`config.mk`:
```
export PLATFORM = sky130hd
export DESIGN_NAME = instruction_fetch_queue
export DESIGN_NICKNAME = d
export VERILOG_FILES = /design/src/rtl/fetch_pkg.sv /design/src/rtl/fetch_fifo.sv /design/src/rtl/instruction_fetch_queue.sv
export SDC_FILE = /design/constraint.sdc
export NUM_CORES = 1
export LEC_CHECK = 0
export BUFFER_PORTS_ARGS = -buffer_cell sky130_fd_sc_hd__buf_4
export CAP_MARGIN = 25
export CORE_MARGIN = 5
export CORE_UTILIZATION = 45
export DETAILED_ROUTE_END_ITERATION = 6
export GPL_TIMING_DRIVEN = 0
export PLACE_DENSITY_LB_ADDON = 0.3
export SETUP_SLACK_MARGIN = 0.15
export SYNTH_ARGS = -nofsm -noshare
export SYNTH_HDL_FRONTEND = slang
export SYNTH_SLANG_ARGS = --single-unit
```
`constraint.sdc`:
```
create_clock -name clk -period 7 [get_ports clk]
set_input_delay 1.4 -clock clk [delete_from_list [all_inputs] [get_ports clk]]
set_output_delay 1.4 -clock clk [all_outputs]
set_load 0.1 [all_outputs]
```
`src/rtl/fetch_pkg.sv`:
```
// Shared types and constants for the instruction fetch queue.
package fetch_pkg;

  localparam int unsigned ADDR_W = 64;
  localparam int unsigned INST_W = 32;
  localparam logic [ADDR_W-1:0] PC_STEP = 64'd4;

  typedef enum logic [1:0] {
    IDLE = 2'd0,
    REQ  = 2'd1,
    DROP = 2'd2
  } fetch_state_t;

  typedef struct packed {
    logic [ADDR_W-1:0] pc;
    logic [INST_W-1:0] inst;
  } fetch_entry_t;

  // Instruction fetches are always word aligned.
  function automatic logic [ADDR_W-1:0] align_pc(input logic [ADDR_W-1:0] pc);
    return {pc[ADDR_W-1:2], 2'b00};
  endfunction

endpackage

```
`src/rtl/fetch_fifo.sv`:
```
// DEPTH-entry FIFO of {pc, inst} pairs with flush; head is read from registered storage.
module fetch_fifo
  import fetch_pkg::*;
#(
  parameter int unsigned DEPTH = 4,
  localparam int unsigned PTR_W = $clog2(DEPTH),
  localparam int unsigned CNT_W = PTR_W + 1
) (
  input  logic             clk,
  input  logic             reset,
  input  logic             push,
  input  fetch_entry_t     push_entry,
  input  logic             pop,
  input  logic             flush,
  output logic [CNT_W-1:0] count,
  output logic             head_valid,
  output fetch_entry_t     head
);

  fetch_entry_t     mem_q [DEPTH];
  logic [PTR_W-1:0] wr_ptr_q;
  logic [PTR_W-1:0] rd_ptr_q;
  logic [CNT_W-1:0] count_d;
  logic             do_pop;

  assign do_pop = pop && (count != '0);

  // Flush wins over any same-cycle push or pop.
  always_comb begin
    count_d = count;
    if (flush) begin
      count_d = '0;
    end else if (push && !do_pop) begin
      count_d = count + CNT_W'(1);
    end else if (!push && do_pop) begin
      count_d = count - CNT_W'(1);
    end
  end

  always_ff @(posedge clk or negedge reset) begin
    if (!reset) begin
      wr_ptr_q   <= '0;
      rd_ptr_q   <= '0;
      count      <= '0;
      head_valid <= 1'b0;
    end else begin
      count      <= count_d;
      head_valid <= (count_d != '0);
      if (flush) begin
        wr_ptr_q <= '0;
        rd_ptr_q <= '0;
      end else begin
        if (push) begin
          wr_ptr_q <= wr_ptr_q + PTR_W'(1);
        end
        if (do_pop) begin
          rd_ptr_q <= rd_ptr_q + PTR_W'(1);
        end
      end
    end
  end

  always_ff @(posedge clk or negedge reset) begin
    if (!reset) begin
      for (int i = 0; i < int'(DEPTH); i++) begin
        mem_q[i] <= '0;
      end
    end else if (push && !flush) begin
      mem_q[wr_ptr_q] <= push_entry;
    end
  end

  assign head = mem_q[rd_ptr_q];

endmodule

```
`src/rtl/instruction_fetch_queue.sv`:
```
// Decoupled fetch stage: owns the fetch PC, issues req/ack fetches and buffers results.
// Optional perf counters enabled by defining FETCH_QUEUE_PERF_EN.
module instruction_fetch_queue
  import fetch_pkg::*;
#(
  parameter int unsigned       DEPTH    = 4,
  parameter logic [ADDR_W-1:0] RESET_PC = 64'd0
) (
  input  logic              clk,
  input  logic              reset,
  output logic              mem_req,
  output logic [ADDR_W-1:0] mem_addr,
  input  logic              mem_ack,
  input  logic [INST_W-1:0] mem_rdata,
  input  logic              redirect_valid,
  input  logic [ADDR_W-1:0] redirect_pc,
  output logic              inst_valid,
  input  logic              inst_ready,
  output logic [INST_W-1:0] inst_data,
  output logic [ADDR_W-1:0] inst_pc
`ifdef FETCH_QUEUE_PERF_EN
  ,
  output logic [31:0]       perf_stall_cnt,
  output logic [31:0]       perf_flush_cnt
`endif
);

  localparam int unsigned CNT_W = $clog2(DEPTH) + 1;

  fetch_state_t      state_q;
  fetch_state_t      state_d;
  logic [ADDR_W-1:0] fetch_pc_q;
  logic [ADDR_W-1:0] fetch_pc_d;
  logic [ADDR_W-1:0] mem_addr_d;
  logic [ADDR_W-1:0] redir_pc;
  logic [ADDR_W-1:0] next_pc;
  logic [CNT_W-1:0]  count;
  logic [CNT_W-1:0]  post_cnt;
  logic              push_c;
  logic              pop_c;
  fetch_entry_t      push_entry;
  fetch_entry_t      head;

  assign pop_c      = inst_valid && inst_ready;
  assign redir_pc   = align_pc(redirect_pc);
  assign next_pc    = fetch_pc_q + PC_STEP;
  // Room was reserved at issue, so count + 1 never exceeds DEPTH here.
  assign post_cnt   = count + CNT_W'(1) - CNT_W'(pop_c);
  assign push_entry = '{pc: fetch_pc_q, inst: mem_rdata};

  always_comb begin
    state_d    = state_q;
    fetch_pc_d = fetch_pc_q;
    mem_addr_d = mem_addr;
    push_c     = 1'b0;
    unique case (state_q)
      IDLE: begin
        if (redirect_valid) begin
          fetch_pc_d = redir_pc;
          mem_addr_d = redir_pc;
          state_d    = REQ;
        end else if (count < CNT_W'(DEPTH)) begin
          mem_addr_d = fetch_pc_q;
          state_d    = REQ;
        end
      end
      REQ: begin
        if (redirect_valid) begin
          fetch_pc_d = redir_pc;
          if (mem_ack) begin
            mem_addr_d = redir_pc;
          end else begin
            state_d = DROP;
          end
        end else if (mem_ack) begin
          push_c     = 1'b1;
          fetch_pc_d = next_pc;
          mem_addr_d = next_pc;
          if (post_cnt >= CNT_W'(DEPTH)) begin
            state_d = IDLE;
          end
        end
      end
      DROP: begin
        // The outstanding fetch belongs to a squashed path; its data is never pushed.
        if (redirect_valid) begin
          fetch_pc_d = redir_pc;
        end
        if (mem_ack) begin
          mem_addr_d = redirect_valid ? redir_pc : fetch_pc_q;
          state_d    = REQ;
        end
      end
      default: state_d = IDLE;
    endcase
  end

  always_ff @(posedge clk or negedge reset) begin
    if (!reset) begin
      state_q    <= IDLE;
      fetch_pc_q <= RESET_PC;
      mem_req    <= 1'b0;
      mem_addr   <= RESET_PC;
    end else begin
      state_q    <= state_d;
      fetch_pc_q <= fetch_pc_d;
      mem_req    <= (state_d != IDLE);
      mem_addr   <= mem_addr_d;
    end
  end

  fetch_fifo #(
    .DEPTH(DEPTH)
  ) u_fifo (
    .clk       (clk),
    .reset     (reset),
    .push      (push_c),
    .push_entry(push_entry),
    .pop       (pop_c),
    .flush     (redirect_valid),
    .count     (count),
    .head_valid(inst_valid),
    .head      (head)
  );

  assign inst_data = head.inst;
  assign inst_pc   = head.pc;

`ifdef FETCH_QUEUE_PERF_EN
  // Saturating event counters.
  always_ff @(posedge clk or negedge reset) begin
    if (!reset) begin
      perf_stall_cnt <= '0;
      perf_flush_cnt <= '0;
    end else begin
      if (inst_ready && !inst_valid && (perf_stall_cnt != '1)) begin
        perf_stall_cnt <= perf_stall_cnt + 32'd1;
      end
      if (redirect_valid && (perf_flush_cnt != '1)) begin
        perf_flush_cnt <= perf_flush_cnt + 32'd1;
      end
    end
  end
`endif

endmodule
```
==> impl_results.md <==
* Outcome: finished, violations left
* Failing checks: DRC
* Post-synth top area share at 50.3%
* Slowest CP cell: buf_1
* Leading cell type in the layout, fill and taps excluded: dfrtp_1
* Cts bufs inserted at 57
* Final period utilization at 73.1%
* H-tree depth at 2
* Vias in the first global route at 21.9k
* Area of placed instances at 29,300 µm²
* Most used cell along the critical path: buf_1
* CTS resizes at 0
* Clock latency on the worst-skew pair at 640 ps
* Postcts setup bufs at 0
* FMAX at 0.195 GHz
* Layout cells sized above 1 at 31.2%
* Critical path type: reg -> out
* Number of synthesized register bits at 523
* Area of the multi-input gates at 12,100 µm²
* Area growth, synth to finish at 20.2%
* Cell area after layout at 31,300 µm²
* Total gr overflow at 0
* Largest net degree at the start of global routing at 115
* Post-synth ARST share at 100%
* Area leader, netlist: dfrtp_1
* Cells after Synth at 2,270
* Crit path arrival time at 3720 ps
* Antenna violations before repair at 1
* Slew HR at 16.1%
* Via count at 21.5k
* Initial core utilization at 45.3%
* Tightest Hold Check Type: reg -> reg
* Register area at 13,100 µm²
* Worst-margin pin slew at 1260 ps
* Clock Sinks at 523
* CP cell instances: clkbuf_1 -> buf_1 -> buf_1 -> mux4_2 -> buf_4
* Synth Cell Area at 26,000 µm²
* Synth warnings at 0
* Number of fill cells at 4,932
* Tmin final at 5120 ps
* Reg clk slew, reported paths at 70 ps
* Critical Path Max Stage Delay at 740 ps
* Gr usage total at 31.0%
* CTS tree: yes
* Global placer's final weighted congestion at 1.02
* Critical path capture point type: output port
* CP required at 5600 ps
* Post-synth EDFFs at 0
* Die height at 251 µm
* Most frequent cells in the layout: 523 x dfrtp_1, 331 x mux2_2, 259 x buf_4, 204 x nand2_1
* Die width at 251 µm
* Slew Limit Fails at 0
* First-pass GRT wire length at 147,000 µm
* Row count at 88
* Drt initial violations at 2,392
* Port-buffer cells at 259
* Syn_nets at 2,379
* # hold bufs at CTS at 0
* Sequential element share of the synthesized area at 50.3%
* Synth top area cells: dfrtp_1 50%, mux2_2 14%, mux4_2 8.3%, o21ai_0 3.0%, nand2_1 2.9%
* ANT nets after route at 0
* Die area at 62,800 µm²
* Final setup violation count at 0
* Routed len/inst at 29.0 µm
* CTS Root Buffer Type: clkbuf_16
* CP Launch Type: flip-flop
* Post-DP HPWL at 72,200 µm
* P_leak at 13.7 nW
* Maximum VDD drop at 481 µV
* First-pass detailed-route iteration total at 7
* Yosys cell types at 75
* Vias per std cell at 6.29
* # nets final at 2,719
* Clock skew at 27.4 ps
* Most used flip-flop cell after synthesis: dfrtp_1
* Hold Vio Cnt, Final at 0
* DRC at 5
* RSZ-0062 raised after global routing: no
* Core area at 57,500 µm²
* IO Count at 263
* MaxCap Viol Count at 0
* Total Power at 16.0 mW
* Cell Pwr Density at 512 nW/µm²
* Crit-path max FO at 10
* Synthesized area per cell at 11.5 µm²
* Drt total wl at 99,400 µm
* Bufs on Longest Clock Path at 3
[Yosys cell counts, drive strengths merged (16+ instances only)]
cell type  number
dfrtp         523
nand4          38
a21oi          97
clkbuf        147
a311oi         17
nand3          56
and3           29
o21ai         158
nor4           24
nor3           63
nor2          121
mux2          331
mux4           96
inv            29
nand2         204
buf            54
mux2i          30
a31oi          16
[metal layers]
metal,wire [µm],track usage [%],vias to the layer above
met1,39800,41.8,11000
li1,-,-,9068
met2,46000,49.0,1162
met4,5220,14.4,2
met3,8340,6.02,259
met5,7,0,-
[logic make-up (layout without fill, tap and decap cells)]
group / count (synthesis) / count (layout) / share of synthesized area [%]
flops: 523 / 523 / 50.3
simple gates: 613 / 613 / 11.5
other cells: 0 / 1 / 0
fa+ha+maj: 9 / 9 / 0.423
xor+xnor: 18 / 18 / 0.606
mux: 457 / 457 / 23.8
compound gates: 420 / 420 / 10.0
buf+inv: 230 / 618 / 3.36
[flip-flops by register name, summed over array words and instances, names as in the netlist]
name	flops
u_fifo.head_valid	1
fetch_pc_q	64
state_q	2
mem_addr	64
u_fifo.mem_q	384
u_fifo.wr_ptr_q	2
mem_req	1
u_fifo.count	3
u_fifo.rd_ptr_q	2
[worst paths after layout]
| kind | start | end | slack, ps | cells past startpoint |
|---|---|---|---|---|
| setup / recovery | u_fifo.rd_ptr_q[0] | inst_pc[60] | 1880 | 5 |
| hold / removal | u_fifo.mem_q[90] | u_fifo.mem_q[90] | 480 | 2 |
| setup reg to reg | state_q[1] | mem_addr[37] | 3040 | 7 |
| hold reg to reg | u_fifo.mem_q[90] | u_fifo.mem_q[90] | 480 | 2 |
| max in group asynchronous | reset | u_fifo.mem_q[167] | 4650 | 4 |
| min in group asynchronous | reset | u_fifo.mem_q[309] | 590 | 1 |
[final cells by class]
class | count | share of cell area, %
multi-input cells | 1517 | 38.6
repair buffers | 281 | 7.40
flip-flops and latches | 523 | 41.8
plain buffers | 201 | 2.44
well taps | 765 | 3.06
clock inverters | 25 | 0.944
inverters | 29 | 0.348
clock buffers | 82 | 5.34
diodes | 1 | 0.00800
[report_power, final]
part / switching (mW) / leakage, nW / internal [mW]
logic: 5.94 / 6.06 / 2.15
registers: 0.685 / 6.66 / 4.12
clock network: 1.32 / 0.953 / 1.82
total: 7.94 / 13.7 / 8.09
[per-stage QoR]
| stage | hold WS, ps | worst slack, ps | TNS [ps] | util (%) | cells |
|---|---|---|---|---|---|
| 5_1_grt | 505 | 1590 | 0 | 54.4 | 3423 |
| 3_3_place_gp | 456 | -820 | -396600 | 50.3 | 3294 |
| 6_report | 479 | 1880 | 0 | 54.4 | 3424 |
| 2_1_floorplan | 445 | 3170 | 0 | - | 2270 |
| 4_1_cts | 481 | 1730 | 0 | 54.3 | 3419 |
| 3_5_place_dp | 466 | 1590 | 0 | 50.9 | 3312 |
[worst max-delay path: cells and delay by family (launching register included)]
| family | cells | cell delay [ps] |
|---|---|---|
| multiplexers | 1 | 650 |
| buffers and inverters | 4 | 2110 |
| flip-flops | 1 | 320 |
Power figures use the tool's default switching activity.
